**config.mk**
```make
export PLATFORM = sky130hd
export DESIGN_NAME = scan_mux_nx1
export DESIGN_NICKNAME = d
export VERILOG_FILES = /design/src/rtl/scan_mux_pkg.sv /design/src/rtl/scan_tick_gen.sv /design/src/rtl/scan_mux_nx1.sv
export SDC_FILE = /design/constraint.sdc
export NUM_CORES = 1
export LEC_CHECK = 0
export BUFFER_PORTS_ARGS = -buffer_cell sky130_fd_sc_hd__buf_2
export CORE_UTILIZATION = 45
export DETAILED_ROUTE_END_ITERATION = 7
export PLACE_DENSITY = 0.76
export REMOVE_ABC_BUFFERS = 1
export SLEW_MARGIN = 20
export SYNTH_ARGS = -nofsm -noshare
export SYNTH_HDL_FRONTEND = slang
export SYNTH_HIERARCHICAL = 1
export SYNTH_SLANG_ARGS = --single-unit
```
**constraint.sdc**
```tcl
create_clock -name clk -period 5.2 [get_ports clk]
set_input_delay 1.04 -clock clk [delete_from_list [all_inputs] [get_ports clk]]
set_output_delay 1.04 -clock clk [all_outputs]
set_load 0.005 [all_outputs]
```
**src/rtl/scan_mux_pkg.sv**
```systemverilog
// Shared constants for the scan_mux_nx1 display channel selector.
// Mode encodings, FSM state codes and default geometry.
package scan_mux_pkg;

  localparam int unsigned N_CH_DEF  = 11;
  localparam int unsigned DW_DEF    = 8;
  localparam int unsigned DIV_W_DEF = 16;

  localparam logic MODE_MANUAL = 1'b0;
  localparam logic MODE_SCAN   = 1'b1;

  typedef logic [1:0] state_t;

  localparam state_t ST_MANUAL = 2'd0;
  localparam state_t ST_SCAN   = 2'd1;
  localparam state_t ST_HOLD   = 2'd2;

endpackage

```
**src/rtl/scan_tick_gen.sv**
```systemverilog
// Reloadable prescaler: tick_c fires when the count reaches div, then the count restarts.
// A count already past a freshly lowered div fires immediately.
module scan_tick_gen #(
  parameter int unsigned DIV_W = 16
) (
  input  logic             clk,
  input  logic             rst_n,
  input  logic             clr,
  input  logic             en,
  input  logic [DIV_W-1:0] div,
  output logic             tick_c
);

  logic [DIV_W-1:0] cnt;

  assign tick_c = en && (cnt >= div);

  always_ff @(posedge clk or negedge rst_n) begin
    if (!rst_n) begin
      cnt <= '0;
    end else if (clr) begin
      cnt <= '0;
    end else if (en) begin
      cnt <= tick_c ? '0 : cnt + DIV_W'(1);
    end
  end

endmodule

```
**src/rtl/scan_mux_nx1.sv**
```systemverilog
// Registered N:1 channel selector with manual select and round-robin auto-scan.
// Define SCAN_BLANK_EN to insert one BLANK_VAL cycle before every auto-scan advance.
module scan_mux_nx1
  import scan_mux_pkg::*;
#(
  parameter int unsigned N_CH  = N_CH_DEF,
  parameter int unsigned DW    = DW_DEF,
  parameter int unsigned DIV_W = DIV_W_DEF,
`ifdef SCAN_BLANK_EN
  parameter logic [DW-1:0] BLANK_VAL = {DW{1'b1}},
`endif
  localparam int unsigned SEL_W = $clog2(N_CH)
) (
  input  logic              clk,
  input  logic              rst_n,
  input  logic [N_CH*DW-1:0] x_flat,
  input  logic              mode,
  input  logic [SEL_W-1:0]  sel_in,
  input  logic              hold,
  input  logic [DIV_W-1:0]  tick_div,
  output logic [DW-1:0]     y,
  output logic [SEL_W-1:0]  sel_out,
  output logic              y_valid,
  output logic              scan_wrap
);

  state_t           state;
  state_t           state_nxt;
  logic [SEL_W-1:0] idx;
  logic [SEL_W-1:0] idx_nxt;
  logic [SEL_W-1:0] idx_inc;
  logic             at_last;
  logic             sel_ok;
  logic             wrap_nxt;
  logic             tick;
  logic             presc_en;
  logic [DW-1:0]    y_mux;
`ifdef SCAN_BLANK_EN
  logic             blank_pend;
  logic             blank_nxt;
`endif

  assign idx     = sel_out;
  assign at_last = (idx == SEL_W'(N_CH - 1));
  assign idx_inc = at_last ? '0 : idx + SEL_W'(1);
  assign sel_ok  = ({1'b0, sel_in} < (SEL_W + 1)'(N_CH));

`ifdef SCAN_BLANK_EN
  assign presc_en = (state == ST_SCAN) && !blank_pend;
`else
  assign presc_en = (state == ST_SCAN);
`endif

  scan_tick_gen #(
    .DIV_W (DIV_W)
  ) u_tick (
    .clk    (clk),
    .rst_n  (rst_n),
    .clr    (state == ST_MANUAL),
    .en     (presc_en),
    .div    (tick_div),
    .tick_c (tick)
  );

  // State follows mode/hold with one cycle of latency.
  always_comb begin
    state_nxt = ST_MANUAL;
    case (mode)
      MODE_SCAN:   state_nxt = hold ? ST_HOLD : ST_SCAN;
      MODE_MANUAL: state_nxt = ST_MANUAL;
      default:     state_nxt = ST_MANUAL;
    endcase
  end

  always_ff @(posedge clk or negedge rst_n) begin
    if (!rst_n) begin
      state <= ST_MANUAL;
    end else begin
      state <= state_nxt;
    end
  end

  // Next index; the data mux looks at it so y and sel_out update together.
  always_comb begin
    idx_nxt  = idx;
    wrap_nxt = 1'b0;
`ifdef SCAN_BLANK_EN
    blank_nxt = 1'b0;
`endif
    case (state)
      ST_MANUAL: idx_nxt = sel_ok ? sel_in : '0;
      ST_SCAN: begin
        if (tick) begin
`ifdef SCAN_BLANK_EN
          blank_nxt = 1'b1;
`else
          idx_nxt  = idx_inc;
          wrap_nxt = at_last;
`endif
        end
      end
      default: ;
    endcase
`ifdef SCAN_BLANK_EN
    // Blank cycle is over: commit the deferred advance unless manual took over.
    if (blank_pend && (state != ST_MANUAL)) begin
      idx_nxt  = idx_inc;
      wrap_nxt = at_last;
    end
`endif
  end

  always_comb begin
    y_mux = '0;
    for (int unsigned k = 0; k < N_CH; k++) begin
      if (idx_nxt == SEL_W'(k)) y_mux = x_flat[k*DW +: DW];
    end
  end

  always_ff @(posedge clk or negedge rst_n) begin
    if (!rst_n) begin
      y         <= '0;
      sel_out   <= '0;
      y_valid   <= 1'b0;
      scan_wrap <= 1'b0;
`ifdef SCAN_BLANK_EN
      blank_pend <= 1'b0;
`endif
    end else begin
      sel_out   <= idx_nxt;
      y_valid   <= (idx_nxt != idx);
      scan_wrap <= wrap_nxt;
`ifdef SCAN_BLANK_EN
      blank_pend <= blank_nxt;
      y          <= blank_nxt ? BLANK_VAL : y_mux;
`else
      y          <= y_mux;
`endif
    end
  end

endmodule

```
==> out/metrics.cfg, run 1 <==
[route]
viasPerCell=5.92
ant_nets=0
drt-pass1-iter-count=6
drc=4
drtIter0Drc=131
post_drt_wl_per_cell_um=15.3
wirelength_um=8270
vias=3203

[cts]
clock_latency_ns=0.28
cts_buffers=5
clock-sinks=32
post_cts_buffers=0
cts-hold-fix-buffers=0
cts.clk_slew.worst_paths_ns=0.07
clock_path_buffers=2
cts_tree=yes
cts-root-buf=clkbuf_8
htreeDepth=2
ctsResizeCount=0

[flow_run]
maxCapViolations=0

[logic_synthesis]
synth_fa_ha_area_share_pct=7.00
synth_edf_count=0
avgSynthCellArea_um2=8.73
synth_most_common_cell=dfrtp_1
synth_top_area_share_pct=26.3
synth_seq_area_share_pct=26.3
ys_ff_latch=32
ys_async_sr_fraction_pct=100
yosys.area_share.simple_pct=19.3
netlist_top_cells_area=dfrtp_1 (26%), mux2i_1 (8.6%), ha_1 (7.0%), mux2_2 (5.2%), inv_1 (3.0%)
synthesis.area_mm2=0.00304
ys_warn_count=6
synthMuxAreaShare_pct=13.8
synth_top_family_by_area=compound AO/OA/AOI/OAI gates
ys_types=63
synth_compound_area_share_pct=25.1
synth_ff_type=dfrtp_1
synth_xor_area_share_pct=0.865
synth_area_leader_cell=dfrtp_1
synth_commonest_cells=dfrtp_1 (32), mux2i_1 (26), inv_1 (24)
netlist_instances=348

[timing]
worst_pin_slew_ns=0.883
finalCritPeriodShare_pct=83.7
min_period_ns=4.35
rsz0062_at_grt=false
fin_setup_tns_ns=0
fin_ws_ns=0.845
drv_slew=0
fin_skew_ns=0.00674
timing.final.hold_violations=0
hold-worst-slack_ns=0.533
max_freq_mhz=230
setup_viol=0
max_slew_margin_pct=40.9

[layout]
diodes=0
fin_area_mm2=0.00377
layout.nets=592
drive_above_1_share_pct=35.3
final_core_util_pct=58.8
syn2layout_area_growth_pct=24.2

[placed_design]
io_buffers=125
post_dp_cell_area_mm2=0.00368
routabilityCongestion=0.898
post-place-ws_ns=0.598
dpl.hpwl_um=6310

[grt]
grt_pass1_wl_um=13600
antenna_found_initial=0
grt_pass1_vias=3121
grt_max_degree=45
grt_util_all_layers_pct=23.8
overflow=0

[floorplanning]
num_io_pins=126
start_util_pct=47.3
fp.coreArea_mm2=0.00642
die-width_um=84.2
row_count=29
die-area_mm2=0.00709
fp.dieH_um=84.2

[worst_setup_path]
crit_arrival_ns=4.53
required_ns=5.37
cp_max_fo=44
endpoint_kind=flip-flop
critPathKind=in -> reg
startpoint_type=input port

[min_path]
hold_path_class=reg -> reg

[run_status]
status=finished with violations
violations=DRC

[pwr]
power_leakage_nw=1.78
p_per_area_mw_per_mm2=215
ir_drop_v=0.0000987

report_power, final:
part | leakage [nW] | total [W] | switching, W | internal [W]
Combinational | 1.31 | 0.000312 | 0.000160 | 0.000153
Clock | 0.0455 | 0.000198 | 0.0000904 | 0.000108
Sequential | 0.421 | 0.000299 | 0.0000236 | 0.000275
sequential cells by signal, indices dropped and copies added (netlist names):
register	cells
y_valid	1
scan_wrap	1
y	8
sel_out	4
u_tick/cnt	16
state	2
worst paths after layout:
check	start	endpoint	slack (ns)	cells past startpoint
hold reg to reg	u_tick/cnt[4]	u_tick/cnt[4]	0.53	1
max in group asynchronous	rst_n	u_tick/cnt[1]	3.93	1
min in group asynchronous	rst_n	state[0]	0.81	1
hold / removal	u_tick/cnt[4]	u_tick/cnt[4]	0.53	1
setup / recovery	tick_div[6]	y[7]	0.85	15
setup reg to reg	u_tick/cnt[7]	y[7]	1.23	14
per-layer routing:
metal	vias up	track usage, %	part of all wire [%]
met5	-	0	0
met4	0	7.68	1.8
met3	12	3.54	5.5
met2	131	45.2	53
met1	1495	27.3	40
li1	1565	-	-
worst max-delay path: stages:
cell and delay, ns:
buf_2 0.07, inv_1 0.03, ha_1 0.30, a21o_1 0.19, a211oi_1 0.24, o21ai_1 0.16
a2111oi_4 0.42, nor2b_1 0.21, and2b_1 0.24, a31oi_1 0.06, a31oi_4 0.26, buf_12 0.26
nand2b_1 0.48, o22ai_1 0.19, a221oi_1 0.34
layout by cell type, fill, tap and decap left out, types with 7 or more instances in the layout:
master,n
a21oi_1,9
a31oi_1,13
buf_2,125
dfrtp_1,32
ha_1,17
inv_1,24
mux2_2,14
mux2i_1,26
nand2_1,22
nand3_1,14
nand4_1,12
nor2_1,12
nor3_1,7
o21ai_0,15
o22ai_1,14
o311ai_1,7
cell families (layout without fill, tap and decap cells):
kind of cell / count (synthesis) / in the layout
compound gates: 104 / 104
simple gates: 104 / 104
buf+inv: 48 / 164
mux: 40 / 40
flops: 32 / 32
xor+xnor: 3 / 3
fa+ha+maj: 17 / 17
stage by stage:
step | total power [W] | std cells
2_1_floorplan | 0.000484 | 325
6_report | 0.000810 | 541
3_3_place_gp | 0.000609 | 533
4_1_cts | 0.000816 | 541
5_1_grt | 0.000857 | 541
3_5_place_dp | 0.000614 | 533
cell type report:
cell class,count,area (um^2)
multi-input combinational,268,2010
inverter,25,98.8
timing repair buffer,131,683
fill,586,2650
tap,77,96.3
sequential,32,801
clock buffer,8,90.1
Power figures use the tool's default switching activity.
==> run 2, diff against run 1 <==
--- a/config.mk
+++ b/config.mk
@@ -6,9 +6,9 @@
 export NUM_CORES = 1
 export LEC_CHECK = 0
 export BUFFER_PORTS_ARGS = -buffer_cell sky130_fd_sc_hd__buf_2
-export CORE_UTILIZATION = 45
+export CORE_UTILIZATION = 44
 export DETAILED_ROUTE_END_ITERATION = 7
-export PLACE_DENSITY = 0.76
+export PLACE_DENSITY = 0.77
 export REMOVE_ABC_BUFFERS = 1
 export SLEW_MARGIN = 20
 export SYNTH_ARGS = -nofsm -noshare
==> constraint.sdc (replaced) <==
create_clock -name clk -period 3.9 [get_ports clk]
set_input_delay 0.78 -clock clk [delete_from_list [all_inputs] [get_ports clk]]
set_output_delay 0.78 -clock clk [all_outputs]
set_load 0.005 [all_outputs]
==> run 2 against run 1 <==
  * The run now ends clean
  * Cell count is 3.3% higher
  * Sequential power is 33% higher
  * Utilization is 2.7 points higher
  * Clock-buffer cell count is 2 lower
  * Register-to-register slack worse by 0.97 ns
  * Clock skew is 0.0024 ns higher
  * Highest routed layer unchanged
==> out/metrics.cfg, run 2 (same netlist as run 1, synthesis figures left out) <==
[floorplanning]
fp.coreArea_mm2=0.00649
die-area_mm2=0.00724
fp.dieH_um=85.1
row_count=29
num_io_pins=126
die-width_um=85.1
start_util_pct=46.8

[timing]
fin_skew_ns=0.00916
max_freq_mhz=266
timing.final.hold_violations=0
rsz0062_at_grt=false
worst_pin_slew_ns=0.887
finalCritPeriodShare_pct=96.4
drv_slew=0
setup_viol=0
min_period_ns=3.76
max_slew_margin_pct=40.7

[flow_run]
maxCapViolations=0

[cts]
ctsResizeCount=0
cts_tree=yes
cts-hold-fix-buffers=0
clock_path_buffers=2
htreeDepth=2
post_cts_buffers=0
cts_buffers=5
cts-root-buf=clkbuf_8
cts.clk_slew.worst_paths_ns=0.07
clock_latency_ns=0.29
clock-sinks=32

[route]
drt-pass1-iter-count=4
ant_nets=0
drc=0
vias=3294
drtIter0Drc=161
viasPerCell=5.89
wirelength_um=8590
post_drt_wl_per_cell_um=15.4

[layout]
drive_above_1_share_pct=39.0
final_core_util_pct=61.4
largest_register_ffs=16
layout_common_cells=buf_2 (125), dfrtp_1 (32), mux2i_1 (26)
final_common_cell=buf_2
fin_area_mm2=0.00399
top_regs=u_tick/cnt: 16 flops, y: 8 flops, sel_out: 4 flops
syn2layout_area_growth_pct=31.3
largest_register=u_tick/cnt
layout.nets=610
diodes=0

[worst_setup_path]
crit_arrival_ns=3.93
rrSetupSlack_ns=0.26
required_ns=4.07
endpoint_kind=flip-flop
path_cells=buf_2, inv_1, ha_1, or3_1, a21oi_1, nor3_2, a2111oi_4, nor2b_2, buf_4, nand3_2, mux2i_1, a221o_1, buf_12, o211ai_1, o31ai_1, a211o_1, a222oi_1
critPathKind=in -> reg
cp_max_fo=23
startpoint_type=input port
crit_path_top_delay_cell=a2111oi_4
slowest_delay_ns=0.40

[grt]
grt_pass1_vias=3083
grt_pass1_wl_um=14200
grt_util_all_layers_pct=24.4
grt_max_degree=33
antenna_found_initial=0
overflow=0

[placed_design]
routabilityCongestion=0.876
dpl.hpwl_um=6650
post_dp_cell_area_mm2=0.00387
io_buffers=125

[pwr]
ir_drop_v=0.000161
power_leakage_nw=1.89
p_per_area_mw_per_mm2=286

[min_path]
hold_path_class=in -> async

[run_status]
status=completed

## run 2: cell types whose count changed in the layout (fill, tap and decap cells not counted), moves of 2 or more
cell / change
buf_4: +14
buf_12: +4
clkbuf_1: -2
clkinv_2: +2
## run 2: final timing paths
kind | start | endpoint | cells after the start
worst max-delay path | tick_div[5] | y[4] | 17
worst min-delay path | rst_n | u_tick/cnt[8] | 1
worst max register to register | u_tick/cnt[5] | y[4] | 15
worst min register to register | u_tick/cnt[4] | u_tick/cnt[4] | 1
max in group asynchronous | rst_n | y[4] | 1
min in group clk | u_tick/cnt[4] | u_tick/cnt[4] | 1
## run 2: per-stage QoR
step                      setup TNS, ns  std cells  setup slack, ns  total power (W)  hold WS [ns]
after global routing                  0        559          0.00499          0.00121         0.591
after detailed placement         -0.901        551           -0.194         0.000870         0.539
after floorplan                   -9.56        325            -1.12         0.000646         0.484
after global placement           -0.198        551           -0.133         0.000859         0.536
after CTS                             0        559           0.0853          0.00114         0.548
final                                 0        559            0.142          0.00114         0.546
## run 2: layer usage
metal / global-route usage, % / vias up / share of wire, %
li1: - / 1598 / -
met1: 30.2 / 1542 / 42
met2: 42.8 / 136 / 50
met3: 3.89 / 18 / 5.3
met4: 9.09 / 0 / 2.0
met5: 0 / - / 0
## run 2: cell type report
type	instances	area, um^2
inverter	25	98.8
multi-input combinational	268	2030
clock inverter	2	10.0
fill	558	2500
tap	77	96.3
timing repair buffer	149	868
clock buffer	6	82.6
sequential	32	801
## run 2: power breakdown
part	internal, W	total (W)	switching (W)	leakage, nW
clock	0.000141	0.000270	0.000129	0.0510
sequential	0.000367	0.000398	0.0000311	0.421
combinational	0.000248	0.000475	0.000227	1.41
## run 2: worst max-delay path, delay by kind of cell
kind | cells | cell delay (ns)
multiplexers | 1 | 0.08
AO/OA/AOI/OAI | 7 | 1.69
adder cells (fa/ha/maj) | 1 | 0.27
AND/OR/NAND/NOR | 4 | 0.63
buffers and inverters | 4 | 0.45
